**src/rtl/id_issue_ctrl_if.sv**
```systemverilog
// IF/ID/EX handshake bundle for the decode-stage issue controller.
// slave is the controller's view, master the surrounding pipeline's view.
interface id_issue_ctrl_if #(
    parameter int XLEN = 32
);
    logic            if_valid;
    logic [XLEN-1:0] if_instr;
    logic [XLEN-1:0] if_pc;
    logic            if_ready;
    logic            flush;
    logic            ex_ready;
    logic            ex_is_load;
    logic [4:0]      ex_rd;
    logic            id_valid;
    logic [XLEN-1:0] id_instr;
    logic [XLEN-1:0] id_pc;
    logic [1:0]      id_ext;
    logic [4:0]      id_rs1;
    logic [4:0]      id_rs2;
    logic [4:0]      id_rd;
    logic            lu_stall;
    logic [31:0]     stall_cnt;

    modport slave (
        input  if_valid, if_instr, if_pc, flush,
        input  ex_ready, ex_is_load, ex_rd,
        output if_ready, id_valid, id_instr, id_pc,
        output id_ext, id_rs1, id_rs2, id_rd,
        output lu_stall, stall_cnt
    );

    modport master (
        output if_valid, if_instr, if_pc, flush,
        output ex_ready, ex_is_load, ex_rd,
        input  if_ready, id_valid, id_instr, id_pc,
        input  id_ext, id_rs1, id_rs2, id_rd,
        input  lu_stall, stall_cnt
    );
endinterface

```
**src/rtl/id_issue_ctrl.sv**
```systemverilog
// Decode-stage issue controller: ID register, ext select, load-use bubble.
// Define ID_STALL_CNT_EN to build the saturating stall-cycle counter.
module id_issue_ctrl #(
    parameter int              XLEN     = 32,
    parameter logic [XLEN-1:0] RESET_PC = XLEN'(32'h1eceb000)
) (
    input  logic          clk,
    input  logic          rst_n,
    id_issue_ctrl_if.slave bus
);
    localparam logic [XLEN-1:0] NOP = XLEN'(32'h00000013);

    localparam logic [6:0] OP_R   = 7'b0110011;
    localparam logic [6:0] OP_I   = 7'b0010011;
    localparam logic [6:0] OP_LD  = 7'b0000011;
    localparam logic [6:0] OP_ST  = 7'b0100011;
    localparam logic [6:0] OP_BR  = 7'b1100011;
    localparam logic [6:0] OP_JR  = 7'b1100111;
    localparam logic [6:0] OP_LUI = 7'b0110111;
    localparam logic [6:0] OP_AUI = 7'b0010111;

    typedef enum logic [1:0] {
        S_EMPTY,
        S_FULL,
        S_LU_STALL
    } state_e;

    state_e          state_q, state_d;
    logic [XLEN-1:0] instr_q, instr_d;
    logic [XLEN-1:0] pc_q, pc_d;

    logic       held;
    logic [6:0] opcode;
    logic [2:0] funct3;
    logic       use_rs1, use_rs2, use_rd;
    logic [1:0] ext;
    logic       haz;
    logic       adv;

    assign held   = (state_q != S_EMPTY);
    assign opcode = instr_q[6:0];
    assign funct3 = instr_q[14:12];
    assign use_rd = !(opcode == OP_ST || opcode == OP_BR);

    // Operand usage and immediate-extender select from the held opcode.
    always_comb begin
        use_rs1 = 1'b0;
        use_rs2 = 1'b0;
        ext     = 2'b00;
        case (opcode)
            OP_R:  begin use_rs1 = 1'b1; use_rs2 = 1'b1; end
            OP_I:  begin
                use_rs1 = 1'b1;
                ext = (funct3 == 3'b001 || funct3 == 3'b101) ? 2'b00 : 2'b01;
            end
            OP_LD: begin use_rs1 = 1'b1; ext = 2'b01; end
            OP_ST: begin use_rs1 = 1'b1; use_rs2 = 1'b1; end
            OP_BR: begin use_rs1 = 1'b1; use_rs2 = 1'b1; end
            OP_JR: begin use_rs1 = 1'b1; ext = 2'b01; end
            OP_LUI, OP_AUI: ext = 2'b11;
            default: ;
        endcase
    end

    assign haz = held && bus.ex_is_load && (bus.ex_rd != 5'd0) &&
                 ((use_rs1 && instr_q[19:15] == bus.ex_rd) ||
                  (use_rs2 && instr_q[24:20] == bus.ex_rd));
    assign adv = !held || (bus.ex_ready && !haz);

    assign bus.if_ready = adv || bus.flush;
    assign bus.id_valid = held && !haz && !bus.flush;
    assign bus.lu_stall = held && haz && !bus.flush;
    assign bus.id_instr = instr_q;
    assign bus.id_pc    = pc_q;
    assign bus.id_ext   = ext;
    assign bus.id_rs1   = use_rs1 ? instr_q[19:15] : 5'd0;
    assign bus.id_rs2   = use_rs2 ? instr_q[24:20] : 5'd0;
    assign bus.id_rd    = use_rd  ? instr_q[11:7]  : 5'd0;

    // Next state: flush beats capture, capture beats drain, hazard holds.
    always_comb begin
        state_d = state_q;
        instr_d = instr_q;
        pc_d    = pc_q;
        if (bus.flush) begin
            state_d = S_EMPTY;
        end else if (adv && bus.if_valid) begin
            state_d = S_FULL;
            instr_d = bus.if_instr;
            pc_d    = bus.if_pc;
        end else if (adv) begin
            state_d = S_EMPTY;
        end else if (haz) begin
            state_d = S_LU_STALL;
        end else begin
            state_d = S_FULL;
        end
    end

    // ID pipeline register and FSM state.
    always_ff @(posedge clk or negedge rst_n) begin
        if (!rst_n) begin
            state_q <= S_EMPTY;
            instr_q <= NOP;
            pc_q    <= RESET_PC;
        end else begin
            state_q <= state_d;
            instr_q <= instr_d;
            pc_q    <= pc_d;
        end
    end

`ifdef ID_STALL_CNT_EN
    logic [31:0] cnt_q, cnt_d;
    logic        cnt_inc;

    assign cnt_inc = held && !bus.flush && (haz || !bus.ex_ready);

    // Saturating count of cycles a held instruction could not issue.
    always_comb begin
        cnt_d = cnt_q;
        if (cnt_inc && cnt_q != 32'hFFFFFFFF) cnt_d = cnt_q + 32'd1;
    end

    // Stall counter register, cleared only by reset.
    always_ff @(posedge clk or negedge rst_n) begin
        if (!rst_n) cnt_q <= 32'd0;
        else        cnt_q <= cnt_d;
    end

    assign bus.stall_cnt = cnt_q;
`else
    assign bus.stall_cnt = 32'd0;
`endif
endmodule

```
**src/flat_wrapper.sv**
```systemverilog
// flat-port wrapper written by rule: the top's interface ports become plain ports
module id_issue_ctrl_flat 
#(
    parameter int              XLEN     = 32,
    parameter logic [XLEN-1:0] RESET_PC = XLEN'(32'h1eceb000)
)
  (clk, rst_n, bus_if_valid, bus_if_instr, bus_if_pc, bus_flush, bus_ex_ready, bus_ex_is_load, bus_ex_rd, bus_if_ready, bus_id_valid, bus_id_instr, bus_id_pc, bus_id_ext, bus_id_rs1, bus_id_rs2, bus_id_rd, bus_lu_stall, bus_stall_cnt);
  id_issue_ctrl_if #(.XLEN(XLEN)) bus_i ();
  input  logic clk;
  input  logic rst_n;
  input wire logic [$bits(bus_i.if_valid)-1:0] bus_if_valid;
  input wire logic [$bits(bus_i.if_instr)-1:0] bus_if_instr;
  input wire logic [$bits(bus_i.if_pc)-1:0] bus_if_pc;
  input wire logic [$bits(bus_i.flush)-1:0] bus_flush;
  input wire logic [$bits(bus_i.ex_ready)-1:0] bus_ex_ready;
  input wire logic [$bits(bus_i.ex_is_load)-1:0] bus_ex_is_load;
  input wire logic [$bits(bus_i.ex_rd)-1:0] bus_ex_rd;
  output wire logic [$bits(bus_i.if_ready)-1:0] bus_if_ready;
  output wire logic [$bits(bus_i.id_valid)-1:0] bus_id_valid;
  output wire logic [$bits(bus_i.id_instr)-1:0] bus_id_instr;
  output wire logic [$bits(bus_i.id_pc)-1:0] bus_id_pc;
  output wire logic [$bits(bus_i.id_ext)-1:0] bus_id_ext;
  output wire logic [$bits(bus_i.id_rs1)-1:0] bus_id_rs1;
  output wire logic [$bits(bus_i.id_rs2)-1:0] bus_id_rs2;
  output wire logic [$bits(bus_i.id_rd)-1:0] bus_id_rd;
  output wire logic [$bits(bus_i.lu_stall)-1:0] bus_lu_stall;
  output wire logic [$bits(bus_i.stall_cnt)-1:0] bus_stall_cnt;
  assign bus_i.if_valid = bus_if_valid;
  assign bus_i.if_instr = bus_if_instr;
  assign bus_i.if_pc = bus_if_pc;
  assign bus_i.flush = bus_flush;
  assign bus_i.ex_ready = bus_ex_ready;
  assign bus_i.ex_is_load = bus_ex_is_load;
  assign bus_i.ex_rd = bus_ex_rd;
  assign bus_if_ready = bus_i.if_ready;
  assign bus_id_valid = bus_i.id_valid;
  assign bus_id_instr = bus_i.id_instr;
  assign bus_id_pc = bus_i.id_pc;
  assign bus_id_ext = bus_i.id_ext;
  assign bus_id_rs1 = bus_i.id_rs1;
  assign bus_id_rs2 = bus_i.id_rs2;
  assign bus_id_rd = bus_i.id_rd;
  assign bus_lu_stall = bus_i.lu_stall;
  assign bus_stall_cnt = bus_i.stall_cnt;
  id_issue_ctrl #(.XLEN(XLEN), .RESET_PC(RESET_PC)) u_core (.clk(clk), .rst_n(rst_n), .bus(bus_i));
endmodule
```
**config.mk**
```make
export PLATFORM = sky130hd
export DESIGN_NAME = id_issue_ctrl_flat
export DESIGN_NICKNAME = d
export VERILOG_FILES = /design/src/rtl/id_issue_ctrl_if.sv /design/src/rtl/id_issue_ctrl.sv /design/src/flat_wrapper.sv
export SDC_FILE = /design/constraint.sdc
export NUM_CORES = 1
export LEC_CHECK = 0
export CAP_MARGIN = 40
export CELL_PAD_IN_SITES_DETAIL_PLACEMENT = 1
export CELL_PAD_IN_SITES_GLOBAL_PLACEMENT = 1
export CORE_ASPECT_RATIO = 1.4
export CORE_UTILIZATION = 29
export DETAILED_ROUTE_END_ITERATION = 10
export PLACE_DENSITY_LB_ADDON = 0.25
export SETUP_SLACK_MARGIN = 0.02
export SLEW_MARGIN = 20
export SYNTH_ARGS = -nofsm -noshare
export SYNTH_HDL_FRONTEND = slang
export SYNTH_SLANG_ARGS = --single-unit
```
**constraint.sdc**
```tcl
create_clock -name clk -period 2.65 [get_ports clk]
set_clock_uncertainty 0.1 [all_clocks]
set_input_delay 0.53 -clock clk [delete_from_list [all_inputs] [get_ports clk]]
set_output_delay 0.53 -clock clk [all_outputs]
set_load 0.05 [all_outputs]
```
# [Yosys cells after proc, flatten, opt, wreduce, memory -nomap -nowiden]
# Index checks and enable logic that the tools add are counted.
[totals] ff_bits=66 inputBits=75 out_inout_bits=116
[classes] n_bitwise=1 n_reduce_logical=26 mux=11 eq_ne=12
[ops] op="== test 7 x 6 -> 1 bit (second input constant)" n=3
[ops] op="two-way mux 5 bit" n=3
[ops] op="== test 7 x 5 -> 1 bit (second input constant)" n=2
[ops] op="== test 7 bit (second input constant)" n=2
[ops] op="logical AND 1 bit" n=11
[ops] op="== test 5 bit" n=2
[ops] op="two-way mux 2 bit" n=4
[ops] op="== test 7 x 2 -> 1 bit (second input constant)" n=1
[ops] op="case mux 2 bit (3 select lines)" n=1
[ops] op="OR reduction 6 bit" n=1
[ops] op="logical OR 1 bit" n=5
[ops] op="nonzero test 5 bit" n=1
[ops] op="OR reduction 2 bit" n=2
[ops] op="== test 3 x 1 -> 1 bit (second input constant)" n=1
[ops] op="== test 3 bit (second input constant)" n=1
[ops] op="logical NOT 1 bit" n=3
[ops] op="two-way mux 1 bit" n=3
[ops] op="OR reduction 3 bit" n=1
[ops] op="AND reduction 2 bit" n=1
[ops] op="nonzero test 2 bit" n=1
[ops] op="inverter 1 bit" n=1

# [Depth between registers and ports, before layout]
[logic_depth] ltp_word=12 ltp_mapped=7 depth_no_buf=5

# [Worst setup path after synthesis]
# OpenSTA, ideal clock, no wires.
[synth_timing] path_type="flip-flop to output port" start="register u_core.instr_q[4], in the netlist u_core.bus.id_instr[4]" end="output port bus_id_valid" arrival_time_ns=2.535 setup_slack_ns=-0.515 path_buffers=1 stages_incl_launch_ff=7 cell_sequence="dfstp_2 > nor2b_1 > a21oi_2 > o32ai_4 > buf_2 > and2_1 > nor3_1"
[synth_between] elab_chain_len=9 word_cells_on_any_way=17
[synth_lines] item="from (decl)" line_no="id_issue_ctrl.sv:29" rtl="logic [XLEN-1:0] instr_q, instr_d;"
[synth_lines] item="from (signal assigned)" line_no="id_issue_ctrl.sv:108" rtl="instr_q <= instr_d;"
[synth_lines] item="== test 7 x 6 -> 1 bit (tied with other cells)" line_no="id_issue_ctrl.sv:50" rtl="case (opcode)"
[synth_lines] item="OR reduction 6 bit (no source line) / OR reduction 3 bit (equally long branches)"
[synth_lines] item="two-way mux 1 bit" line_no="id_issue_ctrl.sv:50"
[synth_lines] item="logical AND 1 bit (on tied branches)" line_no="id_issue_ctrl.sv:66, id_issue_ctrl.sv:67"
[synth_lines] item="logical OR 1 bit *" line_no="id_issue_ctrl.sv:66" rtl="((use_rs1 && instr_q[19:15] == bus.ex_rd) ||"
[synth_lines] item="logical AND 1 bit *" line_no="id_issue_ctrl.sv:65" rtl="assign haz = held && bus.ex_is_load && (bus.ex_rd != 5'd0) &&"
[synth_lines] item="logical NOT 1 bit *" line_no="id_issue_ctrl.sv:71" rtl="assign bus.id_valid = held && !haz && !bus.flush;"
[synth_lines] item="logical AND 1 bit * (2 in series)" line_no="id_issue_ctrl.sv:71"
[synth_lines] item="to (decl)" line_no="flat_wrapper.sv:19" rtl="output wire logic [$bits(bus_i.id_valid)-1:0] bus_id_valid;"
# Every way passes the cells marked *; elsewhere a longest branch is shown, timed or not.

# [Final worst setup path]
[layout_timing] start="input port bus_ex_rd[0]" end="output port bus_if_ready"
[layout_between] elab_chain_len=8 word_cells_on_any_way=12
[layout_lines] item="from (decl)" line_no="flat_wrapper.sv:17" rtl="input wire logic [$bits(bus_i.ex_rd)-1:0] bus_ex_rd;"
[layout_lines] item="== test 5 bit (on tied branches)" line_no="id_issue_ctrl.sv:66, id_issue_ctrl.sv:67"
[layout_lines] item="logical AND 1 bit (on tied branches)" line_no="id_issue_ctrl.sv:66, id_issue_ctrl.sv:67"
[layout_lines] item="logical OR 1 bit" line_no="id_issue_ctrl.sv:66"
[layout_lines] item="logical AND 1 bit *" line_no="id_issue_ctrl.sv:65"
[layout_lines] item="logical NOT 1 bit *" line_no="id_issue_ctrl.sv:68" rtl="assign adv = !held || (bus.ex_ready && !haz);"
[layout_lines] item="logical AND 1 bit *" line_no="id_issue_ctrl.sv:68"
[layout_lines] item="logical OR 1 bit *" line_no="id_issue_ctrl.sv:68"
[layout_lines] item="logical OR 1 bit *" line_no="id_issue_ctrl.sv:70" rtl="assign bus.if_ready = adv || bus.flush;"
[layout_lines] item="to (decl)" line_no="flat_wrapper.sv:18" rtl="output wire logic [$bits(bus_i.if_ready)-1:0] bus_if_ready;"
# Marks and branches as above.

==> impl_metrics.yaml <==
run_status:
  status: "finished, final reports clean"
logic_synthesis:
  synth.most_common_cell: "nand2_1"
  yosys_warnings: 0
  syn_area_per_cell_um2: 9.530
  ys_ff_latch: 66
  synth_common_cells: "68 x nand2_1, 60 x a21oi_1, 60 x a221o_1, 51 x dfrtp_1, 38 x buf_4"
  synthTopCellsByArea: "dfrtp_1 35%, a221o_1 16%, dfstp_2 11%"
  synth_area_mm2: 0.003679
  synth_top_area_share_pct: 34.69
  postSynthCellCount: 386
  synth_area_leader_cell: "dfrtp_1"
  ys_dominant_reg_cell: "dfrtp_1"
  ys_types: 31
  seq_area_frac_synth_pct: 45.41
  synth-edff-count: 0
  async_flop_share_pct: 100.0
critical_path:
  cpLargestDelayFamily: "compound AO/OA/AOI/OAI gates"
  critPathMaxFanout: 3
  cp_num_buf_inv: 2
  cp.required_ns: 2.02
  path_class: "in -> out"
  worst_setup_path_start_kind: "input port"
  reg2reg_depth: 8
  max_stage_delay_ns: 0.35
  crit_chain: "dlygate4sd2_1, xnor2_1, nand2_1, o32ai_4, nand2_2, a211o_1, buf_6"
  end_kind: "output pin"
  cp.arrival_ns: 2.01
  cp.depth: 7
  cp_slowest_cell: "o32ai_4"
flow_run:
  maxCapViolations: 0
layout:
  final_cells: 700
  seqCellArea_mm2: 0.001672
  fillers: 1408
  area_delta_synth_final_pct: 58.20
  final_nets: 620
  drive_above_1_share_pct: 16.36
  multi_input_area_mm2: 0.001762
  diodes: 0
detailed_routing:
  routedWlPerCell_um: 17.90
  drtIter0Drc: 151
  drc: 0
  via_count: 3616
  ant_nets: 0
  dr.pass1.iters: 5
  viasPerCell: 5.166
  drt_wl_total_um: 12530
timing:
  min_period_ns: 2.635
  slew_violations: 0
  rsz0062_at_grt: "true"
  tns_ns: 0
  fmax_mhz: 379.5
  hold_violations: 0
  relSlewSlack_pct: 63.25
  worst_pin_slew_ns: 0.5513
  post-route-period-util_pct: 99.44
  setup_viol: 0
cts:
  cts_sinks: 66
  cts_tree: "done"
  cts_buffer_depth: 2
  root_buffer: "clkbuf_16"
  cts_made_buffers: 9
  hold_buffers: 0
  clock_latency_ns: 0.33
  clk_pin_slew_ns: 0.05
  htreeDepth: 3
min_path:
  hp-class: "in -> async"
floorplan:
  coreArea_mm2: 0.01237
  io_pins: 191
  rows: 48
  die_area_mm2: 0.01315
  chipWidth_um: 97.19
  start_util_pct: 29.73
  die_h_um: 135.3
placed_design:
  place_hpwl_um: 9202
  port_buffers: 158
  globalplace.congestion: 0.7602
  dp_cells: 681
power:
  peakVddDrop_mv: 0.2814
  p_leak_nw: 2.409
  powerDensity_mw_per_mm2: 732.8
grt:
  overflow: 0
  gr-usage-all-layers_pct: 19.13
  antenna_found_initial: 0
  grt_max_degree: 62
  grt_pass1_wl_um: 19730
  grt_pass1_vias: 3675
==> placed cells by master, fill, tap and decap left out, drive strengths merged, types with 3 or more instances in the layout <==
master / n
buf: 45
and2: 18
o21ai: 3
clkbuf: 16
clkdlybuf4s50: 132
nor3: 4
a221o: 60
conb: 32
nor2: 10
xnor2: 10
nand2: 68
dfrtp: 51
a21oi: 61
dfstp: 15
nor2b: 3
==> where the power goes <==
group          switching (W)  internal [W]
Clock               0.000418      0.000707
Combinational        0.00112      0.000653
Sequential          0.000157       0.00121
Total                0.00170       0.00257
==> area by class of cell <==
type / instances / share of cell area, %
clock buffer: 14 / 4.709
clock inverter: 2 / 0.1720
inverter: 2 / 0.1290
multi-input combinational: 284 / 30.27
sequential: 66 / 28.72
tap: 150 / 3.225
timing repair buffer: 182 / 32.77
==> repair_timing <==
action / in CTS / in global routing
pin swaps: 3 / 13
setup buffers: 0 / 3
resized for setup: 8 / 13
setup endpoints to repair: 29 / 9
==> routing by layer <==
layer	wire length (µm)	track usage (%)	part of all wire, %
met5	0	0	0
met4	225	7.048	1.8
met3	711	4.076	5.7
met2	6692	34.15	53
met1	4900	22.49	39
==> path summary, 6_finish.rpt <==
path	startpoint	slack, ns	end
setup / recovery	bus_ex_rd[0]	0.01	bus_if_ready
hold / removal	rst_n	0.08	u_core.bus.id_pc[16]
setup reg to reg	u_core.bus.id_instr[15]	0.30	u_core.bus.id_instr[30]
hold reg to reg	u_core.bus.id_pc[0]	0.41	u_core.bus.id_pc[0]
max in group asynchronous	rst_n	1.54	u_core.bus.id_pc[13]
min in group clk	u_core.bus.id_pc[0]	0.41	u_core.bus.id_pc[0]
==> registers in the layout, summed over array words and instances (netlist names) <==
signal	flops
u_core.bus.id_instr	32
u_core.bus.id_pc	32
u_core.state_q	2
==> per-stage QoR <==
stage / power, W / hold WS [ns] / setup WS, ns / util (%) / cell area, µm²
2_1_floorplan: 0.002485 / 0.1344 / -0.08658 / - / 3802
3_3_place_gp: 0.003120 / 0.3808 / -0.2636 / 44.37 / 5489
3_5_place_dp: 0.003148 / 0.3963 / -0.3695 / 44.37 / 5489
4_1_cts: 0.004291 / 0.1006 / -0.02702 / 46.70 / 5778
5_1_grt: 0.004442 / 0.1169 / -0.05219 / 47.04 / 5819
6_report: 0.004264 / 0.08404 / 0.01495 / 47.04 / 5819
==> logic make-up (layout without fill, tap and decap cells) <==
group           Yosys count  count (layout)  synth area share, %
compound gates          130             130                27.08
xor+xnor                 10              10                2.381
buf+inv                  67             200                10.99
flops                    66              66                45.41
mux                       3               3               0.8503
other cells               1              32               0.1019
simple gates            109             109                13.20
(Power assumes the default switching activity.)
==> edit 1: new RTL, config.mk and constraints unchanged <==
The option `ID_STALL_CNT_EN` is turned on by a define.
--- a/src/rtl/id_issue_ctrl.sv
+++ b/src/rtl/id_issue_ctrl.sv
@@ -1,4 +1,6 @@
 // Decode-stage issue controller: ID register, ext select, load-use bubble.
 // Define ID_STALL_CNT_EN to build the saturating stall-cycle counter.
+`define ID_STALL_CNT_EN
+
 module id_issue_ctrl #(
     parameter int              XLEN     = 32,
Function: changed (Yosys sat finds a counterexample within 4 cycles, from zero or initial values and one cycle with rst_n low).
==> edit 1 against the original RTL <==
- the run now ends with negative setup slack left
- synthesized area grew 19%
- sequential cell count grew 32
- critical path type is now reg2out
- worst setup slack lost 0.071 ns
- power grew 20%
- maximum frequency shrank 2.6%
- final cell count grew 9.3%
- count of clock-buffer cells in the layout shrank 3
- non-clock buffer count grew 46
- final area grew 28%
- largest power group is now sequential cells
- routed wire length grew 12%
==> edit 1: results (changes against the original RTL) <==
| Metric | Value |
|---|---|
| Placed Cells | `735 (+7.9%)` |
| Post-CTS setup buffer count | `6 (+6)` |
| GRT Total Usage | `0.184 (-0.00701)` |
| Post-synth top cells | `83 x dfrtp_1, 61 x mux2_1, 25 x xor2_1` |
| Seq cells | `98 (+48%)` |
| Worst slack at placement | `-0.567 ns (-0.197 ns)` |
| Status | `complete, but fails checks` |
| Fin worst setup slack | `-0.0564 ns (-0.0713 ns)` |
| Clock transition at path regs | `0.07 ns (+0.02 ns)` |
| Buffers excl. clock | `228 (+25%)` |
| Drt wl/cell | `18.4 um (+2.9%)` |
| CTS-repair resized insts | `24 (+16)` |
| Vias | `3560 (-1.5%)` |
| Crit path max-delay family | `flip-flops` |
| Top cells by area, synth | `dfrtp_1 47%, mux2_1 16%, dfstp_2 9.0%, xor2_1 5.0%, xnor2_1 3.2%` |
| Layout Nets | `647 (+4.4%)` |
| RePlAce Congestion | `0.769 (+1.1%)` |
| Finished Layout Cells | `765 (+9.3%)` |
| CP max-delay cell | `dfstp_2` |
| Share of the yosys chip area belonging to registers | `0.563 (+0.108)` |
| Maximum vdd ir drop | `0.612 mV (+120%)` |
| # rows | `52 (+8.3%)` |
| Failing checks | `negative setup slack` |
| Crit-path max cell delay | `0.56 ns (+0.21 ns)` |
| First-pass GRT wire length | `22.1 mm (+12%)` |
| # setup viols final | `1 (+1)` |
| Iter 0 DRT Violations | `64 (-58%)` |
| Min-delay worst type | `reg2reg` |
| Detail Placement HPWL | `10.2 mm (+11%)` |
| Vias in the first global route | `3927 (+6.9%)` |
| Setup Total Neg Slack | `-0.0564 ns (-0.0564 ns)` |
| Largest net degree at the start of global routing | `47 (-24%)` |
## edit 1: cell count changes after synthesis, sizes merged, moves of 11 or more
| cell | before | now |
|---|---|---|
| a21oi | 61 | 2 |
| a221o | 60 | 0 |
| and3 | 0 | 11 |
| buf | 47 | 8 |
| clkbuf | 18 | 1 |
| dfrtp | 51 | 83 |
| mux2 | 1 | 61 |
| nand2 | 68 | 18 |
| nand4 | 1 | 12 |
| nor3 | 4 | 17 |
| xor2 | 0 | 25 |
## edit 1: layer usage
layer	GRT usage	wire, um	part of all wire	vias to the layer above
met1	0.211	5550	0.39	1774
met4	0.0521	200	0.014	0
met5	0	0	0	-
met3	0.0551	846	0.060	12
li1	-	-	-	1656
met2	0.330	7500	0.53	118
## edit 1: cells by family (layout without fill, tap and decap cells)
| group | count (synthesis) | count (layout) | synth area share |
|---|---|---|---|
| simple gates | 112 | 112 | 0.147 |
| compound gates | 14 | 14 | 0.0308 |
| flops | 98 | 98 | 0.563 |
| xor+xnor | 41 | 41 | 0.0817 |
| fa+ha+maj | 1 | 1 | 0.00285 |
| buf+inv | 14 | 249 | 0.0191 |
| mux | 61 | 61 | 0.156 |
## edit 1: power by group through the flow
stage,logic (W),clock network (W),registers (W)
2_1_floorplan,0.000384,0,0.00259
3_3_place_gp,0.00180,0,0.00190
3_5_place_dp,0.00183,0,0.00191
4_1_cts,0.00187,0.00138,0.00189
5_1_grt,0.00197,0.00142,0.00192
6_report,0.00189,0.00133,0.00189
## edit 1: path summary, 6_finish.rpt
| check | from | to | slack [ns] | depth (start not counted) |
|---|---|---|---|---|
| hold / removal | u_core.bus.id_pc[2]$_DFFE_PN0P_ | u_core.bus.id_pc[2]$_DFFE_PN0P_ | 0.39 | 1 |
| min in group asynchronous | rst_n | u_core.bus.id_pc[31]$_DFFE_PN0P_ | 0.54 | 2 |
| max in group asynchronous | rst_n | u_core.bus.id_pc[12]$_DFFE_PN1P_ | 1.14 | 3 |
| setup / recovery | u_core.bus.id_instr[0]$_DFFE_PN1P_ | bus_lu_stall | -0.06 | 8 |
| setup reg to reg | u_core.bus.id_instr[4]$_DFFE_PN1P_ | u_core.bus.id_instr[15]$_DFFE_PN0P_ | 0.12 | 9 |
| hold reg to reg | u_core.bus.id_pc[2]$_DFFE_PN0P_ | u_core.bus.id_pc[2]$_DFFE_PN0P_ | 0.39 | 1 |
## edit 1: worst register-to-register path, stage by stage (launching register included)
cell	delay [ns]
dfstp_2	0.60
nand2b_2	0.22
a2111oi_4	0.10
a32oi_2	0.30
o21ai_4	0.10
buf_6	0.14
a21oi_4	0.19
buf_6	0.18
clkbuf_16	0.17
mux2_1	0.32
==> edit 2: new RTL, same settings <==
Made on the original files. Re-encode `state_e` (3 states) as one-hot, 3 bits wide.
--- a/src/rtl/id_issue_ctrl.sv
+++ b/src/rtl/id_issue_ctrl.sv
@@ -20,8 +20,8 @@
     localparam logic [6:0] OP_AUI = 7'b0010111;
 
-    typedef enum logic [1:0] {
-        S_EMPTY,
-        S_FULL,
-        S_LU_STALL
+    typedef enum logic [2:0] {
+        S_EMPTY    = 3'b001,
+        S_FULL     = 3'b010,
+        S_LU_STALL = 3'b100
     } state_e;
 
Formal check against the unedited RTL: no difference found for any inputs over 10 cycles, from zero or initial values and one cycle with rst_n low; not proved beyond that.
==> edit 2 against the original RTL <==
- the run now ends with negative setup slack left
- sequential cell count grew 1
- worst setup slack got worse by 0.13 ns
- power grew 4.6%
- routed wire length increased by 13%
- sequential power grew 3%
- synthesized area rose by 7.4%
- final area increased by 6.8%
- critical path type is now reg2out
==> edit 2: results (changes against the original RTL) <==
| Metric | Value |
|---|---|
| Worst slack at placement | `-0.212 ns (+0.157 ns)` |
| Worst rel slew slack | `0.631 (-0.00124)` |
| Crit path DAT | `2.13 ns (+0.12 ns)` |
| Fin worst setup slack | `-0.110 ns (-0.125 ns)` |
| Setup Total Neg Slack | `-0.214 ns (-0.214 ns)` |
| # setup viols final | `3 (+3)` |
| RePlAce Congestion | `0.761 (about the same)` |
| CTS-repair resized insts | `12 (+4)` |
| Post-synthesis cell count | `460 (+19%)` |
| Post-synth top cells | `132 x nand2_1, 64 x o21ai_0, 59 x a31o_1` |
| Met2 usage | `0.378 (+0.0362)` |
| Failing checks | `negative setup slack` |
| Maximum vdd ir drop | `0.323 mV (+15%)` |
| Clock Power | `0.00119 W (+5%)` |
| Overall power | `0.00446 W (+4.6%)` |
| First-pass GRT wire length | `22.2 mm (+12%)` |
| P_int | `0.00265 W (+3.3%)` |
| Total wire length | `14.2 mm (+13%)` |
| Layout Nets | `692 (+12%)` |
| CP max-delay cell | `dfstp_2` |
| R2R Path End | `u_core.bus.id_instr[23]$_DFFE_PN0P_` |
| Status | `complete, but fails checks` |
| Post-CTS setup buffer count | `5 (+5)` |
| DR pass1 iterations | `4 (-1)` |
| Critical path fanouts, max | `4 (+1)` |
| Netlist cell types | `37 (+19%)` |
| Reg power frac | `0.314 (-0.006)` |
| GRT Total Usage | `0.204 (+0.0132)` |
| Worst R2R Setup Slack | `0.17 ns (-0.13 ns)` |
| Crit path launch | `u_core.bus.id_instr[0]$_DFFE_PN1P_` |
| M1 wire length | `5.62 mm (+15%)` |
| Vias in the first global route | `4161 (+13%)` |
| Finished Layout Cells | `804 (+15%)` |
[edit 2: cell count changes in the layout (fill, tap and decap cells not counted), moves of 3 or more]
cell           unedited run  this run
buf_6                     3         0
o21ai_0                   3        63
a21oi_1                  60         0
a221o_1                  60         0
nor2_1                    9         5
a31o_1                    0        59
a31o_2                    0         4
nand2_1                  67       132
buf_12                   16        19
dlygate4sd2_1             1         5
[edit 2: area by class of cell]
cell class | count | area (um2)
fill | 1546 | 7110
sequential | 67 | 1700
multi-input combinational | 355 | 2050
timing repair buffer | 182 | 1940
clock inverter | 2 | 35.0
inverter | 2 | 7.51
clock buffer | 14 | 254
tap | 182 | 228
[edit 2: cells by family after synthesis]
group | count (synthesis) | share of synthesized area
and+or+nand+nor | 176 | 0.194
AOI/OAI and AO/OA | 137 | 0.239
buffers and inverters | 69 | 0.115
DFF | 67 | 0.430
xor gates and xnor gates | 10 | 0.0222
other | 1 | 0.000949
